--- config.mk ---
export PLATFORM = sky130hd
export DESIGN_NAME = ctrl_mem_load
export DESIGN_NICKNAME = d
export VERILOG_FILES = /design/src/rtl/ctrl_mem_load.sv
export SDC_FILE = /design/constraint.sdc
export NUM_CORES = 1
export LEC_CHECK = 0
export ABC_CLOCK_PERIOD_IN_PS = 1500
export CAP_MARGIN = 10
export CORE_MARGIN = 8
export CORE_UTILIZATION = 32
export CTS_CLUSTER_DIAMETER = 200
export CTS_CLUSTER_SIZE = 14
export DETAILED_ROUTE_END_ITERATION = 16
export PLACE_DENSITY = 0.77
export SKIP_LAST_GASP = 1
export SYNTH_ARGS = -nofsm -noshare
export SYNTH_HDL_FRONTEND = slang
export SYNTH_SLANG_ARGS = --single-unit
--- constraint.sdc ---
create_clock -name clk -period 1.5 [get_ports clk]
set_clock_uncertainty 0.05 [all_clocks]
set_input_delay 0.3 -clock clk [delete_from_list [all_inputs] [get_ports clk]]
set_output_delay 0.3 -clock clk [all_outputs]
set_load 0.02 [all_outputs]
--- src/rtl/ctrl_mem_load.sv ---
// Loads the X and F vectors from two valid/ready streams into their memories, then holds conv_start until conv_done.
// Memory writes are combinational on the handshake; conv_start rises one cycle after the last required word.
// Readies come from state and full flags only; both are held low during CONV and while reset is asserted.
module ctrl_mem_load #(
    parameter int F_MEM_SIZE       = 4,
    parameter int X_MEM_SIZE       = 8,
    parameter int X_MEM_ADDR_WIDTH = 3,
    parameter int F_MEM_ADDR_WIDTH = 2,
    parameter int T                = 8
) (
    input  logic                        clk,
    input  logic                        reset,
    input  logic [T-1:0]                s_data_in_x,
    input  logic                        s_valid_x,
    output logic                        s_ready_x,
    input  logic [T-1:0]                s_data_in_f,
    input  logic                        s_valid_f,
    output logic                        s_ready_f,
    output logic                        x_wr_en,
    output logic [X_MEM_ADDR_WIDTH-1:0] x_addr,
    output logic [T-1:0]                x_data,
    output logic                        f_wr_en,
    output logic [F_MEM_ADDR_WIDTH-1:0] f_addr,
    output logic [T-1:0]                f_data,
    output logic                        conv_start,
    input  logic                        conv_done
);

    localparam logic [0:0] LOAD = 1'b0;
    localparam logic [0:0] CONV = 1'b1;

    localparam logic [X_MEM_ADDR_WIDTH-1:0] X_LAST = X_MEM_ADDR_WIDTH'(X_MEM_SIZE - 1);
    localparam logic [F_MEM_ADDR_WIDTH-1:0] F_LAST = F_MEM_ADDR_WIDTH'(F_MEM_SIZE - 1);

    logic [0:0]                  state;
    logic                        x_full;
    logic                        f_full;
    logic [X_MEM_ADDR_WIDTH-1:0] x_cnt;
    logic [F_MEM_ADDR_WIDTH-1:0] f_cnt;
    logic                        x_hs;
    logic                        f_hs;
    logic                        x_full_nxt;
    logic                        f_full_nxt;

    // Gating with reset keeps the write enables low while reset is held, even with valid asserted.
    assign s_ready_x = reset && (state == LOAD) && !x_full;
    assign s_ready_f = reset && (state == LOAD) && !f_full;

    assign x_hs = s_valid_x && s_ready_x;
    assign f_hs = s_valid_f && s_ready_f;

    assign x_wr_en = x_hs;
    assign x_addr  = x_cnt;
    assign x_data  = s_data_in_x;
    assign f_wr_en = f_hs;
    assign f_addr  = f_cnt;
    assign f_data  = s_data_in_f;

    assign x_full_nxt = x_full || (x_hs && (x_cnt == X_LAST));
    assign f_full_nxt = f_full || (f_hs && (f_cnt == F_LAST));

    assign conv_start = (state == CONV);

    always_ff @(posedge clk or negedge reset) begin
        if (!reset) begin
            state  <= LOAD;
            x_full <= 1'b0;
            f_full <= 1'b0;
            x_cnt  <= '0;
            f_cnt  <= '0;
        end else begin
            case (state)
                LOAD: begin
                    // Counts wrap explicitly so non-power-of-2 sizes never exceed the memory depth.
                    if (x_hs) x_cnt <= (x_cnt == X_LAST) ? '0 : x_cnt + 1'b1;
                    if (f_hs) f_cnt <= (f_cnt == F_LAST) ? '0 : f_cnt + 1'b1;
                    x_full <= x_full_nxt;
                    f_full <= f_full_nxt;
                    if (x_full_nxt && f_full_nxt) state <= CONV;
                end
                default: begin
                    if (conv_done) begin
                        state  <= LOAD;
                        x_full <= 1'b0;
                        f_full <= 1'b0;
                        x_cnt  <= '0;
                        f_cnt  <= '0;
                    end
                end
            endcase
        end
    end

endmodule

---- Word level (Yosys, flattened, before mapping) ----
Cells that the tools add are included.
word-level totals
  flip-flop bits (word level) ............. 8
  logic and storage cells ................. 41
cells by class
  add/subtract/negate cells ............... 2
  equality and inequality tests ........... 3
  multiplexer cells ....................... 14
  bitwise operators ....................... 1
  reduce and logical (&&, ||, !) cells .... 16
operator list
  cell                                          count
  two-way mux 3 bit                             4
  logical AND 1 bit                             8
  two-way mux 2 bit                             4
  two-way mux 1 bit                             6
  AND reduction 2 bit                           2
  nonzero test 2 bit                            2
  adder 3 x 1 -> 3 bit, second input constant   1
  == test 3 bit, second input constant          1
  adder 2 x 1 -> 2 bit, second input constant   1
  == test 2 bit, second input constant          1
  zero test 1 bit                               2
  logical OR 1 bit                              2
  inequality test 2 bit, second input constant  1
  NOT 1 bit                                     1

---- Logic depth before layout (Yosys ltp) ----
  depth after elaboration ................. 9
  depth in mapped cells ................... 4

---- Least setup slack after synthesis ----
No wires, ideal clock.
  kind .................................... register to output
  start ................................... register state (netlist: conv_start)
  end ..................................... output s_ready_f
  arrival time ............................ 1170 ps
  data required time ...................... 1150 ps
  path slack .............................. -20 ps
  stages on the path, launching flop included .. 4
  path buffers ............................ 1
  path through ............................ dfrtp_1 buf_2 or2b_1 nor2_1
on the way
  word-level cells in the longest chain between the ends .. 3
RTL lines
  element                         RTL line  source
  start, declared                 35        logic [0:0] state;
  start signal, assigned          66        state <= LOAD;
  start signal, assigned          79        if (x_full_nxt && f_full_nxt) state <= CONV;
  start signal, assigned          83        state <= LOAD;
  NOT 1 bit                       --
  logical AND 1 bit (2 in a row)  47        assign s_ready_f = reset && (state == LOAD) && !f_full;
  end, declared                   18        output logic s_ready_f,
No other way between the ends.

---- Worst setup path after layout ----
Ends and elaborated chain as after synthesis.

==> summary.txt <==
Final layout
  – Reg area: about 200 sq um
  – Final #Nets: 96
  – Area grow syn2layout: 25.26%
  – Inserted Diodes: 0
  – Multi-input logic area: 276.5 sq um
  – Layout cell share with drive strength beyond 1: approximately two fifths
  – FILL cells: between 150 and 200

Setup path
  – Worst Setup End Kind: primary output
  – Critical path origin: conv_start$_DFF_PN0_
  – Crit start category: flip-flop
  – Critical path class: reg -> out
  – Critical Path Sink: s_ready_f
  – FF-to-FF End: conv_start$_DFF_PN0_
  – Arr. time, crit path: approximately 1100 ps
  – R2r setup slk: around 160 ps
  – Max FO, Critical Path: 5
  – CP Data Required Time: ~1200 ps
  – Worst r2r src: x_addr[0]$_DFFE_PN0P_
  – Worst Reg-to-Reg Cells: 4

Synthesis
  – Mapped Cells: between 50 and 60
  – Synth Flop Type: dfrtp_1
  – Mapped Avg Cell Area: 10.88 sq um
  – Synth top area share: 32.85%
  – Ys Warns: 0
  – Syn Std Cell Area: slightly above 600 sq um
  – Sequential cell area fraction in the yosys report: 32.85%
  – Synth area leaders: dfrtp_1 33%, buf_4 20%, mux2_4 9.9%
  – Distinct cells, synth: 19
  – Post-synthesis net count: 80
  – Post-synth EDFFs: 0
  – #FFs+latches synth: 8
  – Post-synth top area cell: dfrtp_1
  – Count leader, synth: buf_4
  – Post-synth ARST share: 100.0%
  – Post-synth top cells: 16 x buf_4, 8 x dfrtp_1, 4 x a21boi_0, 4 x mux2_4

Die
  – Die Y: 59.64 microns
  – Die X: slightly below 60 microns
  – Core Area: between 1500 and 2000 sq um
  – Initial Util: approximately 35%
  – I/O Pins: 47
  – Std cell rows: 15
  – DIE AREA: between 3000 and 4000 sq um

Clocking
  – Clk_lat worst skew: 250 ps
  – CTS H-tree lvls: 1
  – CTS clock-pin slew for the worst setup and hold paths: around 50 ps
  – Hold-fix buffers, CTS: 0
  – CTS sink cnt: 8
  – CTS tree: yes
  – Root buffer cell: clkbuf_4
  – CTS Buffer Depth: 2
  – Cts bufs inserted: 3

Job
  – Max Cap Viol: 0

STA
  – Min Tclk post-route: approximately 1500 ps
  – RSZ-0062 raised after global routing: yes
  – Setup TNS: 0 ps
  – Endpoints failing hold: 0
  – Achievable Freq: 0.6720 GHz
  – Slew headroom: 84.83%
  – Hold Slack: between 150 and 200 ps
  – Fin. max-slew vios: 0
  – Actual slew at the worst max-slew pin: 226.1 ps
  – Final period util: between 90% and 100%
  – Setup violators final: 0

Min path
  – Hold WC Path Type: in -> async

Power
  – Worst vdd ir: ~0.00074 V
  – Static Leak: just under 0.4 nW
  – Cell Pwr Density: between 1500 and 2000 nW/um^2

Global route
  – Initial antenna violation count: 0
  – First-pass GRT wire length: 2035 microns
  – Total track usage: under 10%
  – Largest net degree at the start of global routing: 9
  – Vias in the first global route: around 450
  – Total grt overflow: 0

Place
  – Dpl hpwl: 1059 microns
  – Global placement routability congestion: between 0.6 and 0.7
  – Number of port buffers: 14

Detailed routing
  – Routed vias/inst: about 4.6
  – DRT Pass-1 Iters: 1
  – Post-Route WL: approximately 1300 microns
  – # DRC: 0
  – Vias: 441
  – Routed Antenna Nets: 0
  – Avg WL per Cell: between 10 and 15 microns
  – 1st-iter DRT viols: 0

Run status
  – Status: complete, no violations
[power breakdown]
group	total (mW)	leakage (nW)	internal, mW	switching [mW]
Sequential	0.388	0.0992	0.315	0.0737
Combinational	0.804	0.280	0.443	0.361
Clock	0.163	0.0138	0.0914	0.0716
Total	1.36	0.393	0.849	0.507
[layout make-up]
cell class / count / area share (%)
repair buffers: 28 / 29.51
multi-input cells: 29 / 36.23
inverters: 2 / 0.9836
well taps: 25 / 4.098
flip-flops and latches: 8 / 26.23
clock buffers: 3 / 2.951
[placed cells by master (no fill, tap or decap), drive strengths merged]
cell / synthesis / routed
a21oi: 2 / 2
nand4bb: 2 / 2
nor2b: 1 / 1
mux2i: 1 / 1
a311oi: 2 / 2
a21boi: 4 / 4
or2b: 1 / 1
a31oi: 2 / 2
buf: 17 / 18
mux2: 4 / 4
dfrtp: 8 / 8
inv: 2 / 2
a211oi: 1 / 1
nand2b: 2 / 2
clkbuf: 0 / 3
a21bo: 1 / 1
clkdlybuf4s50: 0 / 2
nor2: 3 / 3
dlygate4sd2: 0 / 8
ha: 3 / 3
[registers in the layout, summed over array words and instances, names as in the netlist]
name	count
f_full	1
f_addr	2
x_full	1
x_addr	3
conv_start	1
[kinds of logic after synthesis]
family,Yosys count,share of synthesized area [%]
AND/OR/NAND/NOR,9,13.35
adder cells (fa/ha/maj),3,6.161
AO/OA/AOI/OAI,12,14.37
flip-flops,8,32.85
buffers and inverters,19,21.77
multiplexers,5,11.50
[per-stage QoR]
step	power, mW	cell area, sq um	util, %	worst slack [ps]	cells
2_1_floorplan	0.9464	609.3	-	-20.17	56
3_3_place_gp	1.224	745.7	42.27	-571.5	90
3_5_place_dp	1.267	745.7	42.27	-584.8	90
4_1_cts	1.378	758.2	42.98	-17.31	95
5_1_grt	1.467	763.2	43.26	-73.50	95
6_report	1.356	763.2	43.26	11.83	95
[layer usage]
| layer | part of all wire, % | global-route usage [%] | vias to the layer above | wire length [microns] |
|---|---|---|---|---|
| met3 | 13 | 5.206 | 2 | 169 |
| met1 | 39 | 7.054 | 207 | 506 |
| li1 | - | - | 212 | - |
| met4 | 0.78 | 4.082 | 0 | 10 |
| met5 | 0 | 0 | - | 0 |
| met2 | 47 | 12.63 | 20 | 599 |
[worst max-delay path: stages, from the launching register on]
cell     delay [ps]
dfrtp_1         410
or2b_1          240
nor2_1           90
buf_4           140
[worst min path at each step]
| stage | from | end | cells after the start |
|---|---|---|---|
| detailed placement | f_addr[0]$_DFFE_PN0P_ | f_addr[0]$_DFFE_PN0P_ | 1 |
| floorplan | reset | conv_start$_DFF_PN0_ | 0 |
| global placement | f_addr[0]$_DFFE_PN0P_ | f_addr[0]$_DFFE_PN0P_ | 1 |
| finish | reset | f_full$_DFFE_PN0P_ | 3 |
| global route | reset | conv_start$_DFF_PN0_ | 3 |
| CTS | reset | f_full$_DFFE_PN0P_ | 3 |
[repair_timing]
item                                    CTS  global route
gates resized for setup                  26             2
buffers inserted                          2             0
endpoints found under the hold margin     0             0
endpoints found under the setup margin   10             4
Power figures use the tool's default switching activity.
